## config.mk

```make
export PLATFORM = sky130hd
export DESIGN_NAME = analyzer_capture_sequencer
export DESIGN_NICKNAME = d
export VERILOG_FILES = /design/src/rtl/analyzer_capture_sequencer.sv
export SDC_FILE = /design/constraint.sdc
export NUM_CORES = 1
export LEC_CHECK = 0
export CORE_MARGIN = 4
export CORE_UTILIZATION = 25
export CTS_BUF_LIST = sky130_fd_sc_hd__clkbuf_8
export DETAILED_ROUTE_END_ITERATION = 8
export PLACE_DENSITY = 0.49
export SLEW_MARGIN = 20
export SYNTH_ARGS = -nofsm -noshare
export SYNTH_HDL_FRONTEND = slang
export SYNTH_SLANG_ARGS = --single-unit
```

## constraint.sdc

```tcl
create_clock -name clk -period 12.09 [get_ports clk]
set_input_delay 1.209 -clock clk [delete_from_list [all_inputs] [get_ports clk]]
set_output_delay 1.209 -clock clk [all_outputs]
set_load 0.1 [all_outputs]
```

## src/rtl/analyzer_capture_sequencer.sv

```systemverilog
// analyzer_capture_sequencer
//
// Sequences one trace capture into the circular sample buffer. The steps are:
//   arm -> pre-trigger fill -> wait for trigger -> post-trigger fill -> idle
// When a capture completes normally, the capture window is published on
// sampleNumber_Begin/sampleNumber_End and idle is raised for the readback FSM.
//
// Ports:
//   clk                 system clock
//   reset               asynchronous active-low reset
//   arm                 one-cycle start pulse, honoured only while idle
//   abort               one-cycle cancel pulse, honoured while busy
//   trigger             trigger-unit hit (level), sampled each clock
//   pre_count           pre-trigger sample count, latched at arm
//   post_count          post-trigger sample count (incl. trigger sample),
//                       latched at arm; 0 behaves as 1
//   sample_valid        a new sample is available this cycle
//   write_allowed       trace memory accepts a write this cycle
//   write_req           write request to trace memory (combinational)
//   writeSampleNumber   write address, zero-extended write pointer
//   idle                registered, high while the sequencer is idle
//   triggered           set when the trigger is captured, cleared at arm
//   overflow            sticky dropped-sample flag, cleared at arm
//   capture_done        one-cycle pulse on normal completion
//   sampleNumber_Begin  first sample of the captured window
//   sampleNumber_End    last sample of the captured window
//   dbg_state           current sequencer state, for observation only
//
// Write handshake: write_req is a valid and write_allowed is a ready. A sample
// is written only in a cycle where both are high. When write_req is high and
// write_allowed is low, the sample is dropped. It is not held for a later cycle.

module analyzer_capture_sequencer #(
    parameter int ADDR_W = 25
) (
    input  logic              clk,
    input  logic              reset,
    input  logic              arm,
    input  logic              abort,
    input  logic              trigger,
    input  logic [ADDR_W-1:0] pre_count,
    input  logic [ADDR_W-1:0] post_count,
    input  logic              sample_valid,
    input  logic              write_allowed,
    output logic              write_req,
    output logic [31:0]       writeSampleNumber,
    output logic              idle,
    output logic              triggered,
    output logic              overflow,
    output logic              capture_done,
    output logic [31:0]       sampleNumber_Begin,
    output logic [31:0]       sampleNumber_End,
    output logic [1:0]        dbg_state
);

    typedef enum logic [1:0] {
        ST_IDLE      = 2'd0,
        ST_PRE_FILL  = 2'd1,
        ST_WAIT_TRIG = 2'd2,
        ST_POST_FILL = 2'd3
    } state_t;

    state_t            state;
    logic [ADDR_W-1:0] wr_ptr;
    logic [ADDR_W-1:0] trig_ptr;
    logic [ADDR_W-1:0] cnt;
    logic [ADDR_W-1:0] pre_lat;
    logic [ADDR_W-1:0] post_lat;
    logic [ADDR_W-1:0] begin_r;
    logic [ADDR_W-1:0] end_r;

    logic              accept;
    logic              drop;
    logic [ADDR_W-1:0] cnt_inc;
    logic [ADDR_W-1:0] post_eff;

    assign write_req = sample_valid && (state != ST_IDLE);
    assign accept    = write_req && write_allowed;
    assign drop      = write_req && !write_allowed;
    assign cnt_inc   = cnt + ADDR_W'(1);
    // A post count of zero still captures the trigger sample itself.
    assign post_eff  = (post_lat == '0) ? ADDR_W'(1) : post_lat;

    assign writeSampleNumber  = 32'(wr_ptr);
    assign sampleNumber_Begin = 32'(begin_r);
    assign sampleNumber_End   = 32'(end_r);
    assign dbg_state          = state;

    always_ff @(posedge clk or negedge reset) begin
        if (!reset) begin
            state        <= ST_IDLE;
            wr_ptr       <= '0;
            trig_ptr     <= '0;
            cnt          <= '0;
            pre_lat      <= '0;
            post_lat     <= '0;
            begin_r      <= '0;
            end_r        <= '0;
            idle         <= 1'b1;
            triggered    <= 1'b0;
            overflow     <= 1'b0;
            capture_done <= 1'b0;
        end else begin
            capture_done <= 1'b0;

            // Pointer and overflow tracking follow the write handshake in
            // every busy state, including a cycle in which abort is seen.
            if (accept) begin
                wr_ptr <= wr_ptr + ADDR_W'(1);
            end
            if (drop) begin
                overflow <= 1'b1;
            end

            case (state)
                ST_IDLE: begin
                    if (arm) begin
                        pre_lat   <= pre_count;
                        post_lat  <= post_count;
                        cnt       <= '0;
                        triggered <= 1'b0;
                        overflow  <= 1'b0;
                        idle      <= 1'b0;
                        state     <= (pre_count == '0) ? ST_WAIT_TRIG : ST_PRE_FILL;
                    end
                end

                ST_PRE_FILL: begin
                    if (abort) begin
                        state <= ST_IDLE;
                        idle  <= 1'b1;
                    end else if (accept) begin
                        cnt <= cnt_inc;
                        if (cnt_inc == pre_lat) begin
                            state <= ST_WAIT_TRIG;
                        end
                    end
                end

                ST_WAIT_TRIG: begin
                    if (abort) begin
                        state <= ST_IDLE;
                        idle  <= 1'b1;
                    end else if (trigger) begin
                        trig_ptr  <= wr_ptr;
                        triggered <= 1'b1;
                        // A write accepted in the trigger cycle is post sample 1.
                        // If that alone fills the window, the capture finishes here.
                        if (accept && (post_eff == ADDR_W'(1))) begin
                            state        <= ST_IDLE;
                            idle         <= 1'b1;
                            capture_done <= 1'b1;
                            begin_r      <= wr_ptr - pre_lat;
                            end_r        <= wr_ptr;
                        end else begin
                            cnt   <= accept ? ADDR_W'(1) : '0;
                            state <= ST_POST_FILL;
                        end
                    end
                end

                ST_POST_FILL: begin
                    if (abort) begin
                        state <= ST_IDLE;
                        idle  <= 1'b1;
                    end else if (accept) begin
                        cnt <= cnt_inc;
                        if (cnt_inc == post_eff) begin
                            state        <= ST_IDLE;
                            idle         <= 1'b1;
                            capture_done <= 1'b1;
                            begin_r      <= trig_ptr - pre_lat;
                            end_r        <= trig_ptr + post_eff - ADDR_W'(1);
                        end
                    end
                end

                default: begin
                    state <= ST_IDLE;
                    idle  <= 1'b1;
                end
            endcase
        end
    end

endmodule

```

# Word-level counts from Yosys, hierarchy flattened
# Cells that the tools add are included.
[totals]
ff_bits = 181
inputBits = 57
word_cells = 118
[op_classes]
n_addsub = 6
eq_ne = 23
n_mux = 57
bitwise_logic = 1
n_reduce_logical = 19
[ops]
columns = ["op", "count"]
rows = [
  ["2-to-1 mux 25 bit", 19],
  ["one-hot mux 25 bit (2 select lines)", 2],
  ["one-hot mux 25 bit (3 select lines)", 1],
  ["adder 25 x 1 -> 25 bit, second input constant", 2],
  ["== test 25 bit", 2],
  ["zero test 25 bit", 2],
  ["subtractor 25 bit", 2],
  ["adder 25 bit", 1],
  ["== test 25 x 1 -> 1 bit, second input constant", 1],
  ["subtractor 25 x 1 -> 25 bit, second input constant", 1],
  ["2-to-1 mux 2 bit", 11],
  ["2-to-1 mux 1 bit", 20],
  ["!= test 2 bit, second input constant", 10],
  ["!= test 3 bit, second input constant", 6],
  ["AND reduction 6 bit", 3],
  ["one-hot mux 2 bit (4 select lines)", 1],
  ["AND reduction 7 bit", 1],
  ["nonzero test 2 bit", 3],
  ["== test 2 bit, second input constant", 2],
  ["logical AND 1 bit", 4],
  ["one-hot mux 1 bit (2 select lines)", 2],
  ["one-hot mux 1 bit (4 select lines)", 1],
  ["AND reduction 4 bit", 1],
  ["AND reduction 3 bit", 1],
  ["other kinds (7)", 7],
]

# Depth between registers and ports, before layout
[depth]
word_depth = 8
mapped_depth = 19

# Worst setup path before layout
# No wires, ideal clock.
[synth_timing]
path_type = "input -> register"
from = "input port sample_valid"
to = "register cnt[1]"
setup_ps = 137
t_arrival_ps = 4362
required_time_ps = 11953
path_slack_ps = 7591
cell_stages = 9
path_buffers = 2
cell_sequence = "nor2b_1 nand2_1 nor3_1 nor2_1 mux2_2 o21ai_0 clkbuf_1 clkbuf_1 o21ai_0"
[synth_via]
elab_chain_len = 5
elab_cells_between_ends = 6
classes_between = "2 x eq/ne; 4 x reduce/logical"
[synth_rtl]
columns = ["element", "line", "source"]
rows = [
  ["start, declared", "43", "input logic sample_valid,"],
  ["logical AND 1 bit *", "77", "assign write_req = sample_valid && (state != ST_IDLE);"],
  ["logical AND 1 bit *", "78", "assign accept = write_req && write_allowed;"],
  ["logical AND 1 bit", "149", "if (accept && (post_eff == ADDR_W'(1))) begin"],
  ["!= test 2 bit (no line)", "--", ""],
  ["AND reduction 6 bit (no line) *", "--", ""],
  ["end signal, assigned", "133", "cnt <= cnt_inc;"],
  ["end signal, assigned", "156", "cnt <= accept ? ADDR_W'(1) : '0;"],
  ["end signal, assigned", "167", "cnt <= cnt_inc;"],
  ["end, declared", "66", "logic [ADDR_W-1:0] cnt;"],
]
# Every way passes the cells marked *; elsewhere a longest branch is shown, timed or not.
# A chain may end at the register's enable or synchronous reset.

# Worst setup path after layout
[layout_timing]
from = "register cnt[0]"
to = "register begin_r[22]"
[layout_via]
elab_chain_len = 4
[layout_rtl]
columns = ["element", "line", "source"]
rows = [
  ["adder 25 x 1 -> 25 bit", "80", "assign cnt_inc = cnt + ADDR_W'(1);"],
  ["== test 25 bit", "168", "if (cnt_inc == post_eff) begin"],
  ["!= test 2 bit (no line)", "--", ""],
  ["AND reduction 7 bit (no line)", "--", ""],
  ["end signal, assigned", "153", "begin_r <= wr_ptr - pre_lat;"],
  ["end signal, assigned", "172", "begin_r <= trig_ptr - pre_lat;"],
  ["end, declared", "69", "logic [ADDR_W-1:0] begin_r;"],
]
# No other way between the ends.

==> impl_metrics.toml <==
[timing]
max-slew-margin-rel_pct = 30.6
hold_viol_final = 0
setup_viol = 0
worst-slew-pin-transition_ns = 1.04
rsz0062_at_grt = "no"
whs_ns = 0.499
finalClockSkew_ns = 0.0170
fin_ws_ns = 7.33
period_needed_ns = 4.76
fmax_mhz = 210
finalMaxSlewViolations = 0
fin_setup_tns_ns = 0
period_share_pct = 39.3

[cells_and_area]
multi_input_area_sq_um = 6750
drive_above_1_share_pct = 4.56
final_area_sq_um = 14400
fin_nets = 1657
regArea_sq_um = 4530
instances_no_fill = 2151
num_antenna_cells = 0
syn2layout_area_growth_pct = 18.5
fill_cells = 5061
fin_util_pct = 30.0

[worst_setup_path]
reg2reg_slack_ns = 7.33
end_kind = "flop"
regToRegStartpoint = "cnt[0]"
worst-path-max-fanout = 71
worstReg2RegEnd = "begin_r[22]"
worstSetupStartpointType = "flop"
crit_type = "reg2reg"
crit_start = "cnt[0]"
endpoint = "begin_r[22]"
cp.required_ns = 12.51
critPathArrivalTime_ns = 5.17
rr_worst_depth = 11

[routing]
antenna_left = 0
drt_iter0_drc = 768
wl_per_cell_um = 18.9
firstDrtPassIters = 5
drc = 0
drt-vias-per-instance = 4.80
vias = 10300
wirelength_um = 40700

[cts]
ctsHoldBuffers = 0
tritoncts = "built"
clock-root-buffer = "clkbuf_8"
clk_latency_ns = 0.52
cts_max_path_buffers = 2
cts_resized = 0
cts_num_sinks = 181
numCtsBuffers = 17
cts_max_level = 4
cts.reportedPaths.clkPinSlew_ns = 0.10
postCtsSetupBuffers = 0

[placement]
dpl-instance-area_sq_um = 14000
routabilityCongestion = 0.877
dp_slack_ns = 6.97
portBuffers = 138
dp_cells = 2120
dpl.hpwl_um = 31300

[yosys]
synth_cell_type_count = 68
async_reset_ff_share_pct = 100
ys_top_cells_by_area = "dfrtp_1 (37%), ha_1 (7.5%), xnor2_1 (5.8%)"
ys_seq_area_share_pct = 37.3
synthesis.instances = 1426
synthAdderAreaFrac_pct = 7.84
synth_top_area_share_pct = 37.0
yosys_register_bits = 181
synth_top_family_by_area = "compound AO/OA/AOI/OAI gates"
synth_edf_count = 0
synth_xor_xnor_area_share_pct = 8.76
synth_common_cells = "dfrtp_1 (180), nand2_1 (168), o21ai_0 (136)"
yosysMostFrequentCell = "dfrtp_1"
yosys.area_share.simple_pct = 17.7
synthMuxAreaShare_pct = 2.71
mappedNetlistArea_sq_um = 12200
synth_compound_area_share_pct = 17.8
synthFlopType = "dfrtp_1"
ys_warn_count = 0
synth.largest_area_cell = "dfrtp_1"
synth.avg_cell_area_sq_um = 8.53

[floorplan]
die_y_um = 229
num_rows = 80
die_x_um = 229
start_util_pct = 25.4
dieArea_sq_um = 52200
core_area_sq_um = 47900
pin_count = 160

[pwr]
vdd_drop_max_uv = 82.9
power_density_nw_per_um2 = 244
p_total_mw = 3.52
leakage_nw = 6.43

[grt]
globalRoute.totalOverflow = 0
grt_pass1_wl_um = 62600
antenna_found_initial = 0
grt_max_degree = 117
grt_usage_pct = 15.5
first_global_vias = 10300

[min_path]
hp-class = "reg2reg"
min_from = "begin_r[9]"

[flow_run]
cap_viol_max_count = 0

[status]
status = "complete, no violations"
area by class of cell:
cell class	instances	share of cell area (%)
Sequential cell	181	31.5
Timing Repair Buffer	149	10.3
Clock inverter	13	0.955
Clock buffer	17	1.62
Multi-Input combinational cell	1043	46.8
Tap cell	615	5.34
Inverter	133	3.47
worst max-delay path, stage by stage, from the launching register on:
cell and delay [ns]:
dfrtp_1 0.58, ha_1 0.41, nand4_1 0.34, nor4_1 0.66, a31oi_1 0.16, a2111oi_0 0.40, nand4_1 0.16, nor4_1 0.41
nand4_2 0.21, o31ai_4 0.21, buf_4 0.63, mux2_2 0.41
placed cells by master, fill, tap and decap left out, types with 21 or more instances in the layout:
cell / Yosys / final
ha_1: 73 / 73
xor2_1: 39 / 39
a21o_1: 32 / 32
nand4_1: 21 / 21
nor2_1: 81 / 80
nand2b_1: 24 / 24
nor3_1: 30 / 30
inv_1: 132 / 134
dfrtp_1: 180 / 180
conb_1: 1 / 21
a21oi_1: 81 / 81
xnor2_1: 80 / 80
nand2_1: 168 / 167
o21ai_0: 136 / 135
nor4_1: 28 / 28
nand3_1: 24 / 24
clkdlybuf4s50_1: 0 / 137
how the worst min path moves through the flow:
stage                         to  depth (start not counted)
finish                begin_r[9]                          1
global route                idle                          2
global placement      begin_r[1]                          1
CTS                         idle                          2
floorplan           trig_ptr[18]                          2
detailed placement      end_r[0]                          1
registers in the layout, indices dropped and copies added, names as in the netlist, 2 cells and up:
name / flops
begin_r: 25
cnt: 25
end_r: 25
post_lat: 25
pre_lat: 25
trig_ptr: 25
wr_ptr: 25
dbg_state: 2
cells by family after synthesis:
logic type | count (synthesis)
AND/OR/NAND/NOR | 445
adder cells (fa/ha/maj) | 75
other | 1
AO/OA/AOI/OAI | 352
XOR/XNOR | 120
buffers and inverters | 222
multiplexers | 30
flip-flops | 181
power breakdown:
part           internal (mW)  total [mW]  switching, mW
Clock                  0.181       0.424          0.243
Sequential             0.747       0.905          0.158
Combinational          0.834        2.19           1.36
routing by layer:
| layer | vias up | wire, um | GRT usage, % |
|---|---|---|---|
| li1 | 5050 | - | - |
| met1 | 4994 | 19500 | 21.5 |
| met2 | 236 | 18600 | 24.3 |
| met3 | 44 | 1710 | 3.03 |
| met4 | 0 | 886 | 4.65 |
| met5 | - | 0 | 0 |
(Power assumes the default switching activity.)
